$ cat src/rtl/shift_cmd_fifo_if.sv
// Handshake bundle between a shift-command producer, the command queue and the
// downstream barrel shifter.
interface shift_cmd_fifo_if #(
  parameter int DW = 8,
  parameter int NW = 3
);
  logic          in_valid;
  logic          in_ready;
  logic [DW-1:0] in_data;
  logic          in_lr;
  logic [NW-1:0] in_n;
  logic          in_clear;
  logic          out_valid;
  logic          out_ready;
  logic [DW-1:0] out_data;
  logic          out_lr;
  logic [NW-1:0] out_n;
  logic          out_clear;

  modport slave (
    input  in_valid, in_data, in_lr, in_n, in_clear, out_ready,
    output in_ready, out_valid, out_data, out_lr, out_n, out_clear
  );

  modport master (
    output in_valid, in_data, in_lr, in_n, in_clear, out_ready,
    input  in_ready, out_valid, out_data, out_lr, out_n, out_clear
  );
endinterface

$ cat src/rtl/shift_cmd_fifo.sv
// First-word-fall-through command queue feeding the 8-bit barrel shifter.
// Occupancy is tracked in a counter so full/empty never depend on pointer equality.
module shift_cmd_fifo #(
  parameter int DEPTH = 4,
  parameter int DW    = 8,
  parameter int NW    = 3,
  localparam int AW   = $clog2(DEPTH),
  localparam int CW   = AW + 1
) (
  input  logic            clk,
  input  logic            rst,
  input  logic            flush,
  shift_cmd_fifo_if.slave bus,
  output logic [CW-1:0]   count
);
  localparam int EW = DW + NW + 2;

  logic [EW-1:0] mem_q [DEPTH];
  logic [AW-1:0] wr_ptr_q, wr_ptr_d;
  logic [AW-1:0] rd_ptr_q, rd_ptr_d;
  logic [CW-1:0] count_q, count_d;
  logic          full_s, empty_s, push_s, pop_s;
  logic [EW-1:0] head_s;

  assign full_s  = (count_q == CW'(DEPTH));
  assign empty_s = (count_q == CW'(0));
  assign push_s  = bus.in_valid && !full_s;
  assign pop_s   = bus.out_ready && !empty_s;
  assign head_s  = mem_q[rd_ptr_q];

  assign bus.in_ready  = !full_s;
  assign bus.out_valid = !empty_s;
  assign count         = count_q;

  // Head fields are zeroed while empty so unwritten storage never reaches the shifter.
  always_comb begin
    bus.out_data  = '0;
    bus.out_n     = '0;
    bus.out_lr    = 1'b0;
    bus.out_clear = 1'b0;
    if (!empty_s) begin
      bus.out_data  = head_s[DW-1:0];
      bus.out_n     = head_s[DW+NW-1:DW];
      bus.out_lr    = head_s[DW+NW];
      bus.out_clear = head_s[DW+NW+1];
    end else begin
      bus.out_data  = '0;
      bus.out_n     = '0;
      bus.out_lr    = 1'b0;
      bus.out_clear = 1'b0;
    end
  end

  // Next-state pointers and occupancy; pointer wrap is the natural power-of-two rollover.
  always_comb begin
    wr_ptr_d = wr_ptr_q;
    rd_ptr_d = rd_ptr_q;
    count_d  = count_q;
    if (push_s) begin
      wr_ptr_d = wr_ptr_q + AW'(1);
    end else begin
      wr_ptr_d = wr_ptr_q;
    end
    if (pop_s) begin
      rd_ptr_d = rd_ptr_q + AW'(1);
    end else begin
      rd_ptr_d = rd_ptr_q;
    end
    case ({push_s, pop_s})
      2'b10:   count_d = count_q + CW'(1);
      2'b01:   count_d = count_q - CW'(1);
      default: count_d = count_q;
    endcase
  end

  // Control state; rst and flush both discard every entry and any same-cycle handshake.
  always_ff @(posedge clk) begin
    if (rst || flush) begin
      wr_ptr_q <= '0;
      rd_ptr_q <= '0;
      count_q  <= '0;
    end else begin
      wr_ptr_q <= wr_ptr_d;
      rd_ptr_q <= rd_ptr_d;
      count_q  <= count_d;
    end
  end

  // Storage array, written verbatim and intentionally not reset.
  always_ff @(posedge clk) begin
    if (push_s && !rst && !flush) begin
      mem_q[wr_ptr_q] <= {bus.in_clear, bus.in_lr, bus.in_n, bus.in_data};
    end
  end
endmodule

$ cat src/flat_wrapper.sv
// flat-port wrapper written by rule: the top's interface ports become plain ports
module shift_cmd_fifo_flat 
#(
  parameter int DEPTH = 4,
  parameter int DW    = 8,
  parameter int NW    = 3,
  localparam int AW   = $clog2(DEPTH),
  localparam int CW   = AW + 1
)
  (clk, rst, flush, count, bus_in_valid, bus_in_data, bus_in_lr, bus_in_n, bus_in_clear, bus_out_ready, bus_in_ready, bus_out_valid, bus_out_data, bus_out_lr, bus_out_n, bus_out_clear);
  shift_cmd_fifo_if #(.DW(DW), .NW(NW)) bus_i ();
  input  logic clk;
  input  logic rst;
  input  logic flush;
  output logic [CW-1:0] count;
  input wire logic [$bits(bus_i.in_valid)-1:0] bus_in_valid;
  input wire logic [$bits(bus_i.in_data)-1:0] bus_in_data;
  input wire logic [$bits(bus_i.in_lr)-1:0] bus_in_lr;
  input wire logic [$bits(bus_i.in_n)-1:0] bus_in_n;
  input wire logic [$bits(bus_i.in_clear)-1:0] bus_in_clear;
  input wire logic [$bits(bus_i.out_ready)-1:0] bus_out_ready;
  output wire logic [$bits(bus_i.in_ready)-1:0] bus_in_ready;
  output wire logic [$bits(bus_i.out_valid)-1:0] bus_out_valid;
  output wire logic [$bits(bus_i.out_data)-1:0] bus_out_data;
  output wire logic [$bits(bus_i.out_lr)-1:0] bus_out_lr;
  output wire logic [$bits(bus_i.out_n)-1:0] bus_out_n;
  output wire logic [$bits(bus_i.out_clear)-1:0] bus_out_clear;
  assign bus_i.in_valid = bus_in_valid;
  assign bus_i.in_data = bus_in_data;
  assign bus_i.in_lr = bus_in_lr;
  assign bus_i.in_n = bus_in_n;
  assign bus_i.in_clear = bus_in_clear;
  assign bus_i.out_ready = bus_out_ready;
  assign bus_in_ready = bus_i.in_ready;
  assign bus_out_valid = bus_i.out_valid;
  assign bus_out_data = bus_i.out_data;
  assign bus_out_lr = bus_i.out_lr;
  assign bus_out_n = bus_i.out_n;
  assign bus_out_clear = bus_i.out_clear;
  shift_cmd_fifo #(.DEPTH(DEPTH), .DW(DW), .NW(NW)) u_core (.clk(clk), .rst(rst), .flush(flush), .bus(bus_i), .count(count));
endmodule
$ cat config.mk
export PLATFORM = sky130hd
export DESIGN_NAME = shift_cmd_fifo_flat
export DESIGN_NICKNAME = d
export VERILOG_FILES = /design/src/rtl/shift_cmd_fifo_if.sv /design/src/rtl/shift_cmd_fifo.sv /design/src/flat_wrapper.sv
export SDC_FILE = /design/constraint.sdc
export NUM_CORES = 1
export LEC_CHECK = 0
export ABC_AREA = 1
export CORE_MARGIN = 4
export CORE_UTILIZATION = 54
export CTS_BUF_LIST = sky130_fd_sc_hd__clkbuf_16
export CTS_CLUSTER_SIZE = 12
export DETAILED_ROUTE_END_ITERATION = 16
export GPL_ROUTABILITY_DRIVEN = 0
export PLACE_DENSITY = 0.8
export SLEW_MARGIN = 10
export SYNTH_ARGS = -nofsm -noshare
export SYNTH_HDL_FRONTEND = slang
export SYNTH_SLANG_ARGS = --single-unit
$ cat constraint.sdc
create_clock -name clk -period 2.15 [get_ports clk]
set_clock_uncertainty 0.05 [all_clocks]
set_input_delay 0.645 -clock clk [delete_from_list [all_inputs] [get_ports clk]]
set_output_delay 0.645 -clock clk [all_outputs]
set_load 0.01 [all_outputs]
== Word level (Yosys, flattened, before mapping) ==
Memory sizes are Yosys's and may differ from the RTL's. A register that Yosys moved wholly into a read port is not among the register bits.
Index checks and enable logic that the tools add are counted.
Widths: inputs -> output; s select.
Operators by class
  add/subtract/negate cells: 4
  reductions and logical operators: 11
  muxes and demuxes: 9
  equality and inequality tests: 3
Operators by type and width (number)
  $mux 8: 1
  $pmux 3 s2: 1
  $add 2x1->2 const B: 2
  $logic_and 1x1->1: 4
  $logic_not 1->1: 4
  $mux 1: 4
  $mux 2: 2
  $add 3x1->3 const B: 1
  $eq 3x3->1 const B: 1
  $logic_not 3->1: 1
  $mux 3: 1
  $sub 3x1->3 const B: 1
  $eq 2x1->1 const B: 1
  $eq 2x2->1 const B: 1
  $reduce_bool 2->1: 1
  $logic_or 1x1->1: 1
Word-level totals
  memories kept: 1
  input bits: 18
  register bits after elaboration: 7
  word-level logic and storage cells: 31
  memory bits (writable): 52
Memories
  u_core.mem_q: depth 4, width 13, read ports 1, clocked after Yosys merged registers in 1, wr ports 1, RTL line shift_cmd_fifo.sv:18  | logic [EW-1:0] mem_q [DEPTH];

== Longest topological paths before layout ==
Gate-level depths: netlist of the first run.
  word-level depth: 7
  gate-level depth with buffers: 13

== Least setup slack after synthesis of the first run ==
Ideal clock, no wire load.
  kind: input to register
  start point: input port rst
  end point: memory u_core.mem_q[0][0] (netlist bit), enable pin
  path slack: 156 ps
  path buffers: 0
  cell stages on the path: 3
  arrival time: 1562 ps
  cells stage by stage: nor2_2 nand2_1 nor2_1
On the way
  longest elaborated chain between the ends: 5
Ends and longest elaborated chain
  from (decl): RTL line flat_wrapper.sv:13  | input logic rst;
  $logic_not 1->1: RTL line shift_cmd_fifo.sv:91  | if (push_s && !rst && !flush) begin
  $logic_and 1x1->1 (2 in a row): RTL line shift_cmd_fifo.sv:91
  $mux 1: RTL line shift_cmd_fifo.sv:91
  $mux 1 (implied by the code): RTL line shift_cmd_fifo.sv:92  | mem_q[wr_ptr_q] <= {bus.in_clear, bus.in_lr, bus.in_n, bus.in_data};
  to (decl): RTL line shift_cmd_fifo.sv:18
No other way between the ends.

==> summary.txt, run 1 <==
CTS
  • Total CTS buffers: 9
  • Clock latency at the later pin of the worst-skew pair: between 0.3 and 0.4 ns
  • Clock-pin slew on the worst setup and hold paths: 0.05 ns
  • Number of levels the H-tree was split into: 3
  • Clock tree from TritonCTS: yes
  • Count of hold buffers inserted by post-cts repair: 0
  • Num Clock Sinks: 61
  • Buffer cell driving the clock tree root: sky130_fd_sc_hd__clkbuf_16
  • Maximum root-to-sink buffer count: 2

Power
  • Sequential Power Share: 47.8%
  • Power density over the cells: ~800 nW/um^2
  • Internal power contribution: between 2 and 2.5 mW
  • Worst supply voltage drop on vdd: slightly below 700 uV
  • Relative contribution of the clock network to total power: about 43%
  • Switching part of the total power: roughly a fifth
  • Net switching power figure: 0.584 mW
  • Static Leakage: between 1 and 1.5 nW
  • Part of the power in combinational logic: between 8 and 9%

Setup path
  • Buffers and inverters on the worst path: 4
  • CP max FO: 7
  • Most used cell, CP: sky130_fd_sc_hd__nor2_1
  • Kind of cell adding the most delay to the critical path: buffers and inverters
  • Endpoint kind of the worst setup timing path: output pin
  • Crit path DAT: around 1.5 ns
  • Worst setup SP type: register
  • Required time reported for the critical path endpoint: about 1.5 ns
  • Cell Chain, Critical Path: buf_12 > buf_8 > buf_4 > nor2_1 > nor2_1 > o21ai_1 > a21oi_1 > buf_2
  • Max stage delay on crit path: approximately 0.33 ns
  • Setup slack on the worst flop-to-flop path: 0.28 ns
  • Type of the setup path with the least slack: reg2out
  • Critical-path top delay cell: sky130_fd_sc_hd__dfxtp_2

Drt
  • WL per Instance: ~16 um
  • Vias per inst: about 5.2
  • Via count: between 1,500 and 2,000
  • Total routed wirelength: around 5600 um
  • Pre-antenna DRT Iters: 5
  • DRT antenna net count: 0
  • Initial drt markers: 126
  • Count of unresolved DRC violations after routing: 0

Global route
  • Pin count of the biggest net entering global routing: 14
  • Global-route wire length before repair: just under 9000 um
  • Layer carrying the most global-route usage: met2
  • Initial antenna violation count: 0
  • Met1 usage in global routing: a little over a fifth
  • Global-route track usage on met2: 35.6%
  • Aggregate global routing overflow: 0
  • Number of global-route vias before repair: ~1,900
  • GR Layer Usage met3: between 6 and 7%
  • Total global-route track usage: 19.5%

STA
  • Max Transition Viols Final: 0
  • Share of the cycle needed by the critical path after routing: 102%
  • Hold Slack: roughly 0.48 ns
  • Fmax: approximately 460 MHz
  • Count of endpoints failing hold in the final timing report: 0
  • Final period demand of the worst path: 2.19 ns
  • Minimum setup slack in the final design: -0.0392 ns
  • Measured slew at the worst slew-check pin: approximately 0.26 ns
  • Setup repair after global routing missed its margin: yes
  • Worst rel slew slack: 82.7%
  • Final Setup Violations: 3

Placement
  • DP Wirelength: between 3000 and 4000 um
  • IO buf count: 35
  • Post-placement cell count: about 330

Logic synthesis
  • Synthesized-area fraction occupied by adder cells: 3.22%
  • Flip-flop and latch count after synthesis: 61
  • Ranking of synthesized cells by instance count: 65 x sky130_fd_sc_hd__nor2_1, 52 x sky130_fd_sc_hd__edfxtp_1, 20 x sky130_fd_sc_hd__o21ai_1, 16 x sky130_fd_sc_hd__inv_1, 14 x sky130_fd_sc_hd__nand2_1
  • Most instantiated flip-flop cell in the synthesis netlist: sky130_fd_sc_hd__edfxtp_1
  • Count of flip-flops with a built-in enable after synthesis: 52
  • Largest family of logic cells by synthesized area: simple AND/OR/NAND/NOR gates
  • Post-synth top area share: about three fifths
  • Post-synth ARST share: 0%
  • Biggest area contributors in the synthesized netlist: sky130_fd_sc_hd__edfxtp_1 61%, sky130_fd_sc_hd__nor2_1 9.5%, sky130_fd_sc_hd__dfxtp_1 7.0%, sky130_fd_sc_hd__o21ai_1 3.9%, sky130_fd_sc_hd__ha_1 2.4%
  • Xor and xnor fraction of the mapped netlist area: 0%
  • Synthesized-area fraction occupied by and/or/nand/nor cells: 13.6%
  • Synthesized netlist cell count: between 200 and 250
  • Avg Cell Area, Syn: around 11 um^2
  • Post-synthesis mux area share: 0%
  • Ys Warns: 0
  • Most frequently used cell type in the post-synthesis netlist: sky130_fd_sc_hd__nor2_1
  • Sequential area share after synthesis: 67.9%
  • Cell type contributing the most total cell area after synthesis: sky130_fd_sc_hd__edfxtp_1
  • Compound-Gate Fraction of Synth Area: 9.61%
  • Post-Synthesis Net Count: around 250
  • Summed instance area of the synthesized netlist: around 2600 um^2
  • Unique cell type count in the Yosys netlist: 22

Layout
  • Filler instances: 287
  • Nets@finish: ~320
  • Utilization after layout: between 70% and 80%
  • Area delta synth->final: 34.4%
  • Number of inserted diodes: 0
  • Share of post-route cells with drive strength above 1: between 20% and 30%
  • Count of non-filler cells in the finished layout: about 360

Floorplan
  • Total Die Area: about 5900 um^2
  • Die Height: approximately 77 um
  • Die width: a little under 80 um
  • Core footprint: between 4000 and 5000 um^2
  • Io pins: 36
  • Number of placement rows: 24
  • Initial core utilization: between 50% and 60%

Outcome
  • Run status: complete, but fails checks
  • Failing checks: setup timing

Run
  • Max Cap Viol: 0

Hold path
  • Path type of the worst min-delay path: reg2reg
state kept, by name, indices dropped and copies added (netlist names), named ones only:
register and count:
u_core.mem_q 52, u_core.count 3, u_core.rd_ptr_q 2, u_core.wr_ptr_q 2
power groups by stage:
| stage | Clock [mW] | Combinational (mW) | Sequential [mW] |
|---|---|---|---|
| 3_3_place_gp | 0 | 0.240 | 1.33 |
| 2_1_floorplan | 0 | 0.108 | 1.34 |
| 3_5_place_dp | 0 | 0.247 | 1.34 |
| 6_report | 1.19 | 0.242 | 1.31 |
| 4_1_cts | 1.21 | 0.239 | 1.31 |
| 5_1_grt | 1.27 | 0.267 | 1.31 |
worst min-delay path, delay by kind of cell (launching register included):
kind            cells  cell delay [ns]
compound gates      1             0.08
flops               1             0.33
simple gates        1             0.08
repair_timing:
item / 4_1_cts / 5_1_grt
buffers inserted: 3 / 5
resized for setup: 63 / 12
pin swaps: 3 / 7
endpoints found under the setup margin: 14 / 12
cell type report:
| type | count | area [um^2] | area share [%] |
|---|---|---|---|
| inverter | 20 | 85.1 | 2.47 |
| clock buffer | 9 | 225 | 6.54 |
| sequential | 61 | 1740 | 50.6 |
| multi-input combinational | 138 | 706 | 20.5 |
| timing repair buffer | 69 | 598 | 17.4 |
| clock inverter | 6 | 23.8 | 0.690 |
| tap | 52 | 65.1 | 1.89 |
layout by cell type, fill, tap and decap left out, drive strengths merged:
cell,instances
clkinv,4
nand3,4
buf,46
a21oi,16
edfxtp,52
clkbuf,10
nand2,15
dfxtp,9
fa,1
nand3b,1
ha,5
dlygate4sd2,1
a21boi,1
o21ai,28
clkdlybuf4s50,20
dlymetal6s2s,1
nor2,67
inv,22
per-stage QoR:
stage | power, mW | setup TNS, ns | cell area, um^2 | setup WS (ns)
final | 2.75 | -0.0923 | 3450 | -0.0392
after global routing | 2.85 | -0.513 | 3450 | -0.122
after CTS | 2.76 | -0.0344 | 3410 | -0.0344
after detailed placement | 1.58 | -7.45 | 3140 | -0.235
after global placement | 1.57 | -4.73 | 3140 | -0.174
after floorplan | 1.44 | 0 | 2560 | 0.156
cells by family (layout without fill, tap and decap cells):
| logic type | Yosys count | in the layout |
|---|---|---|
| AOI/OAI and AO/OA | 45 | 45 |
| buffers and inverters | 28 | 104 |
| DFF | 61 | 61 |
| and+or+nand+nor | 87 | 87 |
| adders and majority gates | 6 | 6 |
path summary, 6_finish.rpt:
kind,startpoint,end,cells past startpoint
hold reg to reg,u_core.rd_ptr_q[1],u_core.rd_ptr_q[1],2
setup / recovery,register,bus_out_data[1],8
hold / removal,u_core.rd_ptr_q[1],u_core.rd_ptr_q[1],2
setup reg to reg,u_core.count[0],u_core.count[1],9
metal layers:
| metal | wire, um | part of all wire, % |
|---|---|---|
| met2 | 2970 | 53 |
| met5 | 0 | 0 |
| met1 | 2250 | 40 |
| met4 | 72 | 1.3 |
| met3 | 273 | 4.9 |
Note: power is estimated with default switching activity, not from simulation.
==> inputs of run 2 (changes only) <==
Settings changed: ABC_AREA 1 to unset, CORE_UTILIZATION 54 to 25, PLACE_DENSITY 0.8 to 0.44.
==> run 2 against run 1 <==
Combinational power is 15% lower. Via count decreased by 25%. Critical endpoint is now bus_out_data[2]. Critical path depth down 4. The flow still finishes with violations (setup timing).
==> summary.txt, run 2 <==
Logic synthesis
  • Post-Synthesis Net Count: 161 (-36%)
  • Sequential area share after synthesis: 70.7% (+2.8 points)
  • Ys Warns: 0 (unchanged)
  • Avg Cell Area, Syn: 18.0 um^2 (+59%)
  • Cell type contributing the most total cell area after synthesis: sky130_fd_sc_hd__edfxtp_1
  • Post-synth ARST share: 0% (unchanged)
  • Ranking of synthesized cells by instance count: 52 x sky130_fd_sc_hd__edfxtp_1, 14 x sky130_fd_sc_hd__nor2b_1, 13 x sky130_fd_sc_hd__mux4_2, 9 x sky130_fd_sc_hd__dfxtp_1, 7 x sky130_fd_sc_hd__inv_1
  • Count of flip-flops with a built-in enable after synthesis: 52 (unchanged)
  • Flip-flop and latch count after synthesis: 61 (unchanged)
  • Most frequently used cell type in the post-synthesis netlist: sky130_fd_sc_hd__edfxtp_1
  • Summed instance area of the synthesized netlist: 2460 um^2 (-4.0%)
  • Biggest area contributors in the synthesized netlist: sky130_fd_sc_hd__edfxtp_1 63%, sky130_fd_sc_hd__mux4_2 12%, sky130_fd_sc_hd__dfxtp_1 7.3%, sky130_fd_sc_hd__nor2b_1 3.6%, sky130_fd_sc_hd__ha_1 2.5%
  • Post-synth top area share: 63.4% (+2.5 points)
  • Unique cell type count in the Yosys netlist: 26 (+18%)
  • Most instantiated flip-flop cell in the synthesis netlist: sky130_fd_sc_hd__edfxtp_1
  • Synthesized netlist cell count: 137 (-40%)

Layout
  • Number of flip-flops in the largest register: 52 (unchanged)
  • Number of inserted diodes: 0 (unchanged)
  • Commonest non-fill, non-tap cells in the layout: 52 x sky130_fd_sc_hd__edfxtp_1, 20 x sky130_fd_sc_hd__clkdlybuf4s50_1, 14 x sky130_fd_sc_hd__buf_4
  • Commonest non-fill, non-tap cell in the layout: sky130_fd_sc_hd__edfxtp_1
  • Share of post-route cells with drive strength above 1: 40.7% (+15 points)
  • Nets@finish: 223 (-31%)
  • Area delta synth->final: 43.4%
  • Count of non-filler cells in the finished layout: 333 (-6.2%)
  • Reg with most FFs: u_core.mem_q

Global route
  • Pin count of the biggest net entering global routing: 18 (+4)
  • Global-route wire length before repair: 8180 um (-7.4%)
  • Aggregate global routing overflow: 0 (unchanged)
  • Number of global-route vias before repair: 1,585 (-17%)
  • Initial antenna violation count: 0 (unchanged)
  • Total global-route track usage: 9.77% (-9.8 points)

CTS
  • Maximum root-to-sink buffer count: 2 (unchanged)
  • Buffer cell driving the clock tree root: sky130_fd_sc_hd__clkbuf_16
  • Clock tree from TritonCTS: yes
  • Number of buffers added for setup after CTS: 0 (-3)
  • Clock-pin slew on the worst setup and hold paths: 0.05 ns (about the same)
  • Number of levels the H-tree was split into: 3 (unchanged)
  • Num Clock Sinks: 61 (unchanged)
  • Total CTS buffers: 9 (unchanged)
  • Count of hold buffers inserted by post-cts repair: 0 (unchanged)
  • Clock latency at the later pin of the worst-skew pair: 0.32 ns (about the same)

Setup path
  • Crit path DAT: 1.63 ns (+0.14 ns)
  • Setup slack on the worst flop-to-flop path: -0.03 ns (-0.31 ns)
  • CP max FO: 7 (unchanged)
  • Worst setup SP type: register
  • Type of the setup path with the least slack: reg2out
  • Endpoint kind of the worst setup timing path: output pin
  • Required time reported for the critical path endpoint: 1.45 ns (about the same)

STA
  • Count of endpoints failing hold in the final timing report: 0 (unchanged)
  • Max Transition Viols Final: 0 (unchanged)
  • Setup repair after global routing missed its margin: yes
  • Worst rel slew slack: 84.5% (+1.8 points)
  • Fmax: 430 MHz (-5.8%)
  • Final period demand of the worst path: 2.32 ns (+0.134 ns)
  • Measured slew at the worst slew-check pin: 0.232 ns (-0.0278 ns)
  • Minimum setup slack in the final design: -0.173 ns (-0.134 ns)
  • Total negative setup slack: -2.05 ns (-1.96 ns)
  • Final Setup Violations: 14 (+11)
  • Share of the cycle needed by the critical path after routing: 108% (+6.2 points)

Outcome
  • Failing checks: setup timing
  • Run status: complete, but fails checks

Drt
  • Via count: 1,386 (-25%)
  • DRT antenna net count: 0 (unchanged)
  • Initial drt markers: 31 (-75%)
  • Count of unresolved DRC violations after routing: 0 (unchanged)
  • WL per Instance: 15.2 um (-3.3%)
  • Total routed wirelength: 5050 um (-9.3%)
  • Pre-antenna DRT Iters: 4 (-1)
  • Vias per inst: 4.16 (-20%)

Floorplan
  • Total Die Area: 11,500 um^2 (+94%)
  • Io pins: 36 (unchanged)
  • Initial core utilization: 26.2% (-31 points)
  • Die Height: 107 um (+39%)
  • Die width: 107 um (+39%)
  • Core footprint: 9420 um^2 (+110%)
  • Number of placement rows: 35 (+46%)

Placement
  • IO buf count: 35 (unchanged)
  • Post-placement cell count: 316 (-4.8%)
  • DP Wirelength: 3370 um (-2.9%)

Power
  • Worst supply voltage drop on vdd: 375 uV (-44%)
  • Static Leakage: 1.24 nW (-8.8%)
  • Power density over the cells: 886 nW/um^2 (+11%)

Run
  • Max Cap Viol: 0 (unchanged)

Hold path
  • Path type of the worst min-delay path: reg2reg
[run 2: cell types whose count changed in the layout (fill, tap and decap cells not counted), moves of 11 or more]
cell                      before  now
sky130_fd_sc_hd__inv_1        18    6
sky130_fd_sc_hd__nor2_1       65    4
sky130_fd_sc_hd__mux4_2        0   13
sky130_fd_sc_hd__o21ai_1      16    0
sky130_fd_sc_hd__buf_4        27   14
sky130_fd_sc_hd__nor2b_1       0   11
[run 2: worst paths after layout]
kind | depth (start not counted) | startpoint | to
max | 4 | register | bus_out_data[2]
min | 2 | u_core.rd_ptr_q[0] | register
max reg2reg | 9 | u_core.count[2] | u_core.count[2]
min reg2reg | 2 | u_core.rd_ptr_q[0] | register
[run 2: final cells by class]
class | instances | area [um^2]
Clock inverter | 7 | 115
Clock buffer | 9 | 225
Tap cell | 129 | 161
Inverter | 7 | 26.3
Timing Repair Buffer | 56 | 546
Fill cell | 867 | 5880
Multi-Input combinational cell | 64 | 707
Sequential cell | 61 | 1750
[run 2: routing by layer]
layer	share of wire, %	track usage (%)	up-vias
met4	2.2	5.02	0
met3	5.1	3.19	11
met5	0	0	-
li1	-	-	648
met1	41	10.8	692
met2	51	16.8	35
[run 2: metrics by stage]
stage	util [%]	cell area [um^2]	setup slack, ns	hold slack, ns	total power, mW
6_report	37.5	3530	-0.173	0.441	3.13
5_1_grt	37.5	3530	-0.230	0.465	3.24
4_1_cts	37.3	3510	-0.204	0.438	3.16
3_5_place_dp	33.9	3190	-0.582	0.438	1.54
3_3_place_gp	33.9	3190	-0.488	0.419	1.54
2_1_floorplan	-	2490	-0.139	0.409	1.41
[run 2: where the power goes]
| part | leakage, nW | total (mW) | switching, mW | internal (mW) |
|---|---|---|---|---|
| sequential | 0.545 | 1.31 | 0.00790 | 1.30 |
| combinational | 0.529 | 0.206 | 0.0924 | 0.114 |
| clock | 0.167 | 1.62 | 0.492 | 1.13 |
[run 2: logic make-up after synthesis]
kind of cell | count (synthesis) | synth area share [%]
buffers and inverters | 12 | 2.29
AND/OR/NAND/NOR | 34 | 8.69
XOR/XNOR | 2 | 0.712
multiplexers | 14 | 12.3
adder cells (fa/ha/maj) | 6 | 3.35
AO/OA/AOI/OAI | 8 | 1.93
flip-flops | 61 | 70.7
[run 2: critical path, cell delays in order, from the launching register on]
cell                      delay, ns
sky130_fd_sc_hd__dfxtp_4       0.38
sky130_fd_sc_hd__buf_12        0.14
sky130_fd_sc_hd__mux4_2        0.51
sky130_fd_sc_hd__nor2b_1       0.14
sky130_fd_sc_hd__buf_2         0.13
[run 2: repair_timing]
action / in CTS / in global routing
endpoints found under the setup margin: 17 / 16
gates cloned: 1 / 0
gates resized for setup: 61 / 7
endpoints found under the hold margin: 0 / 0
==> inputs of run 3 (changes only) <==
Settings changed: MAX_ROUTING_LAYER set to met4.
==> run 3 against run 2 <==
The flow still finishes with violations (setup timing). Register-to-register slack about the same. Cell count unchanged. Routed wire length is essentially flat. Core utilization is the same. Sequential power about the same. Design area is the same. Critical path type unchanged. Largest cell class unchanged.
==> summary.txt, run 3 (synthesized netlist as in run 2, its figures left out) <==
Layout
  • Number of inserted diodes: 0 (unchanged)
  • Reg with most FFs: u_core.mem_q
  • Finished Cell Area: 3530 um^2 (unchanged)
  • Sequential cell area: 1750 um^2 (unchanged)
  • Commonest non-fill, non-tap cell in the layout: sky130_fd_sc_hd__edfxtp_1
  • Area taken by multi-input logic gates: 707 um^2 (unchanged)
  • Share of post-route cells with drive strength above 1: 40.7% (unchanged)
  • Number of flip-flops in the largest register: 52 (unchanged)
  • Filler instances: 867 (unchanged)
  • Nets@finish: 223 (unchanged)
  • Commonest non-fill, non-tap cells in the layout: 52 x sky130_fd_sc_hd__edfxtp_1, 20 x sky130_fd_sc_hd__clkdlybuf4s50_1, 14 x sky130_fd_sc_hd__buf_4
  • Area delta synth->final: 43.4% (unchanged)

Drt
  • Initial drt markers: 33 (+6.5%)
  • Pre-antenna DRT Iters: 4 (unchanged)
  • Vias per inst: 4.16 (unchanged)
  • Via count: 1,386 (unchanged)
  • Total routed wirelength: 5050 um (about the same)
  • Count of unresolved DRC violations after routing: 0 (unchanged)
  • WL per Instance: 15.2 um (about the same)
  • DRT antenna net count: 0 (unchanged)

Power
  • Switching part of the total power: 19.0% (+0.022 points)
  • Power density over the cells: 886 nW/um^2 (about the same)
  • Static Leakage: 1.24 nW (unchanged)
  • Internal power contribution: 2.54 mW (about the same)
  • Relative contribution of the clock network to total power: 51.7% (about the same)
  • Part of the power in combinational logic: 6.6% (about the same)
  • Total Power: 3.13 mW (about the same)
  • Worst supply voltage drop on vdd: 376 uV (about the same)
  • Net switching power figure: 0.593 mW (+0.14%)
  • Sequential Power Share: 41.7% (about the same)

CTS
  • Number of buffers added for setup after CTS: 0 (unchanged)
  • Total CTS buffers: 9 (unchanged)
  • Count of hold buffers inserted by post-cts repair: 0 (unchanged)
  • Clock latency at the later pin of the worst-skew pair: 0.32 ns (about the same)
  • Clock-pin slew on the worst setup and hold paths: 0.05 ns (about the same)
  • Num Clock Sinks: 61 (unchanged)
  • Number of levels the H-tree was split into: 3 (unchanged)
  • Buffer cell driving the clock tree root: sky130_fd_sc_hd__clkbuf_16
  • Clock tree from TritonCTS: yes
  • Maximum root-to-sink buffer count: 2 (unchanged)

Hold path
  • Worst min-delay path startpoint: u_core.rd_ptr_q[0]
  • Path type of the worst min-delay path: reg2reg
  • Worst hold stages: 2 (unchanged)

Setup path
  • Critical-path top delay cell: sky130_fd_sc_hd__mux4_2
  • Reg-to-reg critical path endpoint: u_core.count[2]
  • Max stage delay on crit path: 0.51 ns (about the same)
  • Required time reported for the critical path endpoint: 1.45 ns (about the same)
  • Kind of cell adding the most delay to the critical path: multiplexers
  • Worst setup SP type: register
  • Crit path DAT: 1.63 ns (about the same)
  • Setup slack on the worst flop-to-flop path: -0.03 ns (about the same)
  • R2r worst-path depth: 9 (unchanged)
  • Cell Chain, Critical Path: buf_12 > mux4_2 > nor2b_1 > buf_2
  • Buffers and inverters on the worst path: 2 (unchanged)
  • CP max FO: 7 (unchanged)
  • Endpoint kind of the worst setup timing path: output pin
  • Type of the setup path with the least slack: reg2out
  • Startpoint of the most critical register-to-register path: u_core.count[2]

Global route
  • Met1 usage in global routing: 10.9% (+0.19 points)
  • Number of global-route vias before repair: 1,587 (+0.13%)
  • Initial antenna violation count: 0 (unchanged)
  • Aggregate global routing overflow: 0 (unchanged)
  • Global-route wire length before repair: 8170 um (about the same)
  • Layer carrying the most global-route usage: met2
  • Total global-route track usage: 10.0% (+0.27 points)
  • Pin count of the biggest net entering global routing: 18 (unchanged)
  • Global-route track usage on met2: 16.8% (unchanged)
  • GR Layer Usage met3: 2.89% (-0.30 points)

STA
  • Fmax: 430 MHz (about the same)
  • Setup repair after global routing missed its margin: yes
  • Max Transition Viols Final: 0 (unchanged)
  • Share of the cycle needed by the critical path after routing: 108% (about the same)
  • Measured slew at the worst slew-check pin: 0.232 ns (unchanged)
  • Total negative setup slack: -2.05 ns (+0.000720 ns)
  • Worst rel slew slack: 84.5% (unchanged)
  • Final Setup Violations: 14 (unchanged)
  • Final period demand of the worst path: 2.32 ns (-0.00000300 ns)
  • Minimum setup slack in the final design: -0.173 ns (+0.00000300 ns)
  • Count of endpoints failing hold in the final timing report: 0 (unchanged)

Placement
  • IO buf count: 35 (unchanged)
  • DP Wirelength: 3370 um (unchanged)
  • Post-placement cell area: 3190 um^2 (unchanged)

Floorplan
  • Number of placement rows: 35 (unchanged)
  • Die Height: 107 um (unchanged)
  • Die width: 107 um (unchanged)
  • Total Die Area: 11,500 um^2 (unchanged)
  • Initial core utilization: 26.2% (unchanged)
  • Core footprint: 9420 um^2 (unchanged)
  • Io pins: 36 (unchanged)

Run
  • Max Cap Viol: 0 (unchanged)

Outcome
  • Run status: complete, but fails checks
  • Failing checks: setup timing
## run 3: cell type report
type | count | share of cell area, %
multi-input combinational | 64 | 20.0
tap | 129 | 4.57
clock inverter | 7 | 3.26
timing repair buffer | 56 | 15.4
sequential | 61 | 49.6
clock buffer | 9 | 6.38
inverter | 7 | 0.744
## run 3: power groups by stage
stage          Combinational (mW)  Clock, mW  Sequential [mW]
6_report                    0.206       1.62             1.31
5_1_grt                     0.225       1.70             1.31
2_1_floorplan              0.0835          0             1.33
3_5_place_dp                0.215          0             1.33
4_1_cts                     0.205       1.65             1.31
3_3_place_gp                0.208          0             1.33
## run 3: worst register-to-register path: stages, from the launching register on
cell                      delay [ns]
sky130_fd_sc_hd__dfxtp_4        0.36
sky130_fd_sc_hd__or3b_4         0.38
sky130_fd_sc_hd__and2_4         0.15
sky130_fd_sc_hd__inv_2          0.05
sky130_fd_sc_hd__ha_4           0.13
sky130_fd_sc_hd__inv_2          0.04
sky130_fd_sc_hd__fa_2           0.35
sky130_fd_sc_hd__xor2_1         0.17
sky130_fd_sc_hd__or3_4          0.32
sky130_fd_sc_hd__a21oi_1        0.12
## run 3: how the worst max path moves through the flow
stage / depth (start not counted) / to / from
finish: 4 / bus_out_data[2] / register
global route: 4 / bus_out_data[2] / register
CTS: 4 / bus_out_clear / register
detailed placement: 8 / u_core.count[2] / bus_out_ready
global placement: 8 / u_core.count[2] / bus_out_ready
floorplan: 10 / u_core.count[2] / u_core.count[2]
## run 3: metrics by stage
| stage | util, % | hold slack [ns] | worst slack, ns | std cells |
|---|---|---|---|---|
| 3_3_place_gp | 33.9 | 0.419 | -0.488 | 316 |
| 3_5_place_dp | 33.9 | 0.438 | -0.582 | 316 |
| 2_1_floorplan | - | 0.409 | -0.139 | 137 |
| 6_report | 37.5 | 0.442 | -0.173 | 333 |
| 4_1_cts | 37.3 | 0.438 | -0.204 | 333 |
| 5_1_grt | 37.5 | 0.465 | -0.230 | 333 |
## run 3: what timing repair did
action / 4_1_cts / 5_1_grt
gates cloned: 1 / 0
gates resized for setup: 61 / 7
setup endpoints to repair: 17 / 16
## run 3: metal layers
metal / up-vias / part of all wire, %
li1: 648 / -
met1: 692 / 42
met2: 35 / 51
met3: 11 / 4.2
met4: 0 / 2.1
met5: - / 0
==> variant, RTL diff (config.mk and constraints of run 1) <==
`DW` is set to 8 in 3 places; all go to 12.
--- a/src/rtl/shift_cmd_fifo_if.sv
+++ b/src/rtl/shift_cmd_fifo_if.sv
@@ -3,3 +3,3 @@
 interface shift_cmd_fifo_if #(
-  parameter int DW = 8,
+  parameter int DW = 12,
   parameter int NW = 3
--- a/src/rtl/shift_cmd_fifo.sv
+++ b/src/rtl/shift_cmd_fifo.sv
@@ -4,3 +4,3 @@
   parameter int DEPTH = 4,
-  parameter int DW    = 8,
+  parameter int DW    = 12,
   parameter int NW    = 3,
--- a/src/flat_wrapper.sv
+++ b/src/flat_wrapper.sv
@@ -4,3 +4,3 @@
   parameter int DEPTH = 4,
-  parameter int DW    = 8,
+  parameter int DW    = 12,
   parameter int NW    = 3,
Ports: changed (resized bus_in_data and bus_out_data); port bits go from 36 to 44. The function was not compared with the original's and may differ.
==> variant against run 1 <==
The run still ends with negative setup slack left; wire length up 34%; non-clock buffer count up 6; sequential cell count up 16; area after synthesis up 24%; cell area up 23%; power up 29%; synthesized cell count up 21%; worst setup slack worse by 0.072 ns; final cell count up 20%; sequential share of layout area up 2.0 points; core utilization down 1.4 points; count of clock-buffer cells in the layout unchanged.
==> variant: results (changes against run 1) <==
stage;metric;value;unit;change
yosys;yosysSeqAreaShare;70.1;%;was 67.9%
placed_design;place_hpwl;4320;µm;was 3470 µm
power_and_ir_drop;internal-power;2.79;mW;was 2.16 mW
yosys;synth_fp_nets;302;;was 251
placed_design;portBuffers;43;;was 35
power_and_ir_drop;peakVddDrop;644;µV;was 672 µV
critical_path;arrival;1.57;ns;was 1.49 ns
timing;max-slew-margin-rel;83.2;%;was 82.7%
yosys;synth-edff-count;68;;was 52
yosys;synth-xor-area-share;0;%;unchanged
yosys;synth_common_cells;82 x nor2_1, 68 x edfxtp_1, 30 x o21ai_1;;was 65 x nor2_1, 52 x edfxtp_1, 20 x o21ai_1
critical_path;max_stage_delay;0.38;ns;was 0.33 ns
yosys;async_flop_share;0;%;unchanged
yosys;ys_types;21;;was 22
critical_path;crit_slowest_cell;dfxtp_4;;was dfxtp_2
cts;cts_buffers;9;;unchanged
yosys;yosys_warnings;0;;unchanged
finish;final_layout_size_suffix_gt1_share;26.0;%;was 25.7%
drt;drt_iter0_drc;150;;was 126
status;violations;negative setup slack;;unchanged
global_routing;grt_usage;20.8;%;was 19.5%
status;status;finished with violations;;unchanged
cts;htree_num_levels;3;;unchanged
yosys;yosys-top-cells-area;edfxtp_1 64%, nor2_1 9.7%, dfxtp_1 5.7%;;was edfxtp_1 61%, nor2_1 9.5%, dfxtp_1 7.0%
power_and_ir_drop;cellLeakagePower;1.62;nW;was 1.36 nW
critical_path;crit_family;buffers and inverters;;unchanged
drt;vias;2291;;was 1850
finish;largest_reg_flops;68;;was 52
cts;cts.clk_slew.worst_paths;0.06;ns;
drt;drt_first_pass_iters;4;;was 5
drt;wl;7460;µm;was 5570 µm
finish;final_nets;377;;was 323
yosys;synth_compound_gate_area_share;9.19;%;was 9.61%
global_routing;antenna_found_initial;0;;unchanged
timing;fin_ws;-0.111;ns;was -0.0392 ns
timing;setup_tns;-0.300;ns;was -0.0923 ns
global_routing;grt_pass1_vias;2356;;was 1915
yosys;synthAdderAreaFrac;2.60;%;was 3.22%
critical_path;cp_max_fo;5;;was 7
cts;clock_latency;0.33;ns;
timing;setup-violations-final;8;;was 3
critical_path;rr_startpoint;u_core.count[1];;was u_core.count[0]
global_routing;grt_pass1_wl;11300;µm;was 8830 µm
global_routing;grt_max_degree;18;;was 14
finish;diodes;0;;unchanged
variant: cell count changes in the layout (fill, tap and decap cells not counted), sizes merged:
cell,change
bufinv,+2
clkinvlp,+1
clkinv,-1
a21oi,+4
clkdlybuf4s50,+3
buf,+2
o21ai,+8
dlygate4sd2,+1
nor2,+16
inv,-1
edfxtp,+16
variant: power by group through the flow:
stage          Combinational [mW]  Sequential [mW]  Clock [mW]
3_5_place_dp                0.289             1.69           0
5_1_grt                     0.320             1.66        1.67
4_1_cts                     0.282             1.66        1.58
2_1_floorplan               0.122             1.69           0
6_report                    0.293             1.66        1.59
3_3_place_gp                0.280             1.69           0
variant: stage by stage:
stage | instance area [µm²] | hold WS [ns] | power, mW | setup slack, ns | instances
6_report | 4240 | 0.443 | 3.54 | -0.111 | 426
5_1_grt | 4240 | 0.477 | 3.65 | -0.183 | 426
4_1_cts | 4180 | 0.435 | 3.53 | -0.0466 | 425
3_5_place_dp | 3810 | 0.433 | 1.98 | -0.256 | 403
3_3_place_gp | 3810 | 0.438 | 1.97 | -0.179 | 403
2_1_floorplan | 3170 | 0.410 | 1.81 | -0.128 | 274
variant: timing repair:
item	4_1_cts	5_1_grt
setup endpoints to repair	19	16
resized for setup	93	18
hold buffers	0	0
setup buffers	4	1
pin swaps	9	14
cloned	2	1
variant: worst reg2reg max path, delay by kind of cell (launching register included):
family | cells | cell delay (ns)
adder cells (fa/ha/maj) | 2 | 0.53
buffers and inverters | 4 | 0.36
flip-flops | 1 | 0.36
AND/OR/NAND/NOR | 8 | 0.46
variant: kinds of logic (layout without fill, tap and decap cells):
family	count (synthesis)	in the layout
AND/OR/NAND/NOR	103	103
flip-flops	77	77
buffers and inverters	31	111
adder cells (fa/ha/maj)	6	6
AO/OA/AOI/OAI	57	57
variant: final cells by class:
type	count	area, µm²
clock buffer	9	225
clock inverter	7	88.8
fill	356	1370
inverter	20	87.6
multi-input combinational	166	843
sequential	77	2230
tap	72	90.1
timing repair buffer	75	674
variant: final timing paths:
| path | endpoint | cells after the start |
|---|---|---|
| setup reg to reg | u_core.count[2] | 14 |
| hold reg to reg | flop | 2 |
| setup / recovery | bus_out_data[8] | 7 |
| hold / removal | flop | 2 |
variant: per-layer routing:
layer | GRT usage [%] | vias to the layer above | share of wire [%]
li1 | - | 1084 | -
met1 | 23.7 | 1098 | 38
met2 | 36.0 | 93 | 54
met3 | 5.50 | 16 | 6.1
met4 | 10.4 | 0 | 2.2
met5 | 0 | - | 0
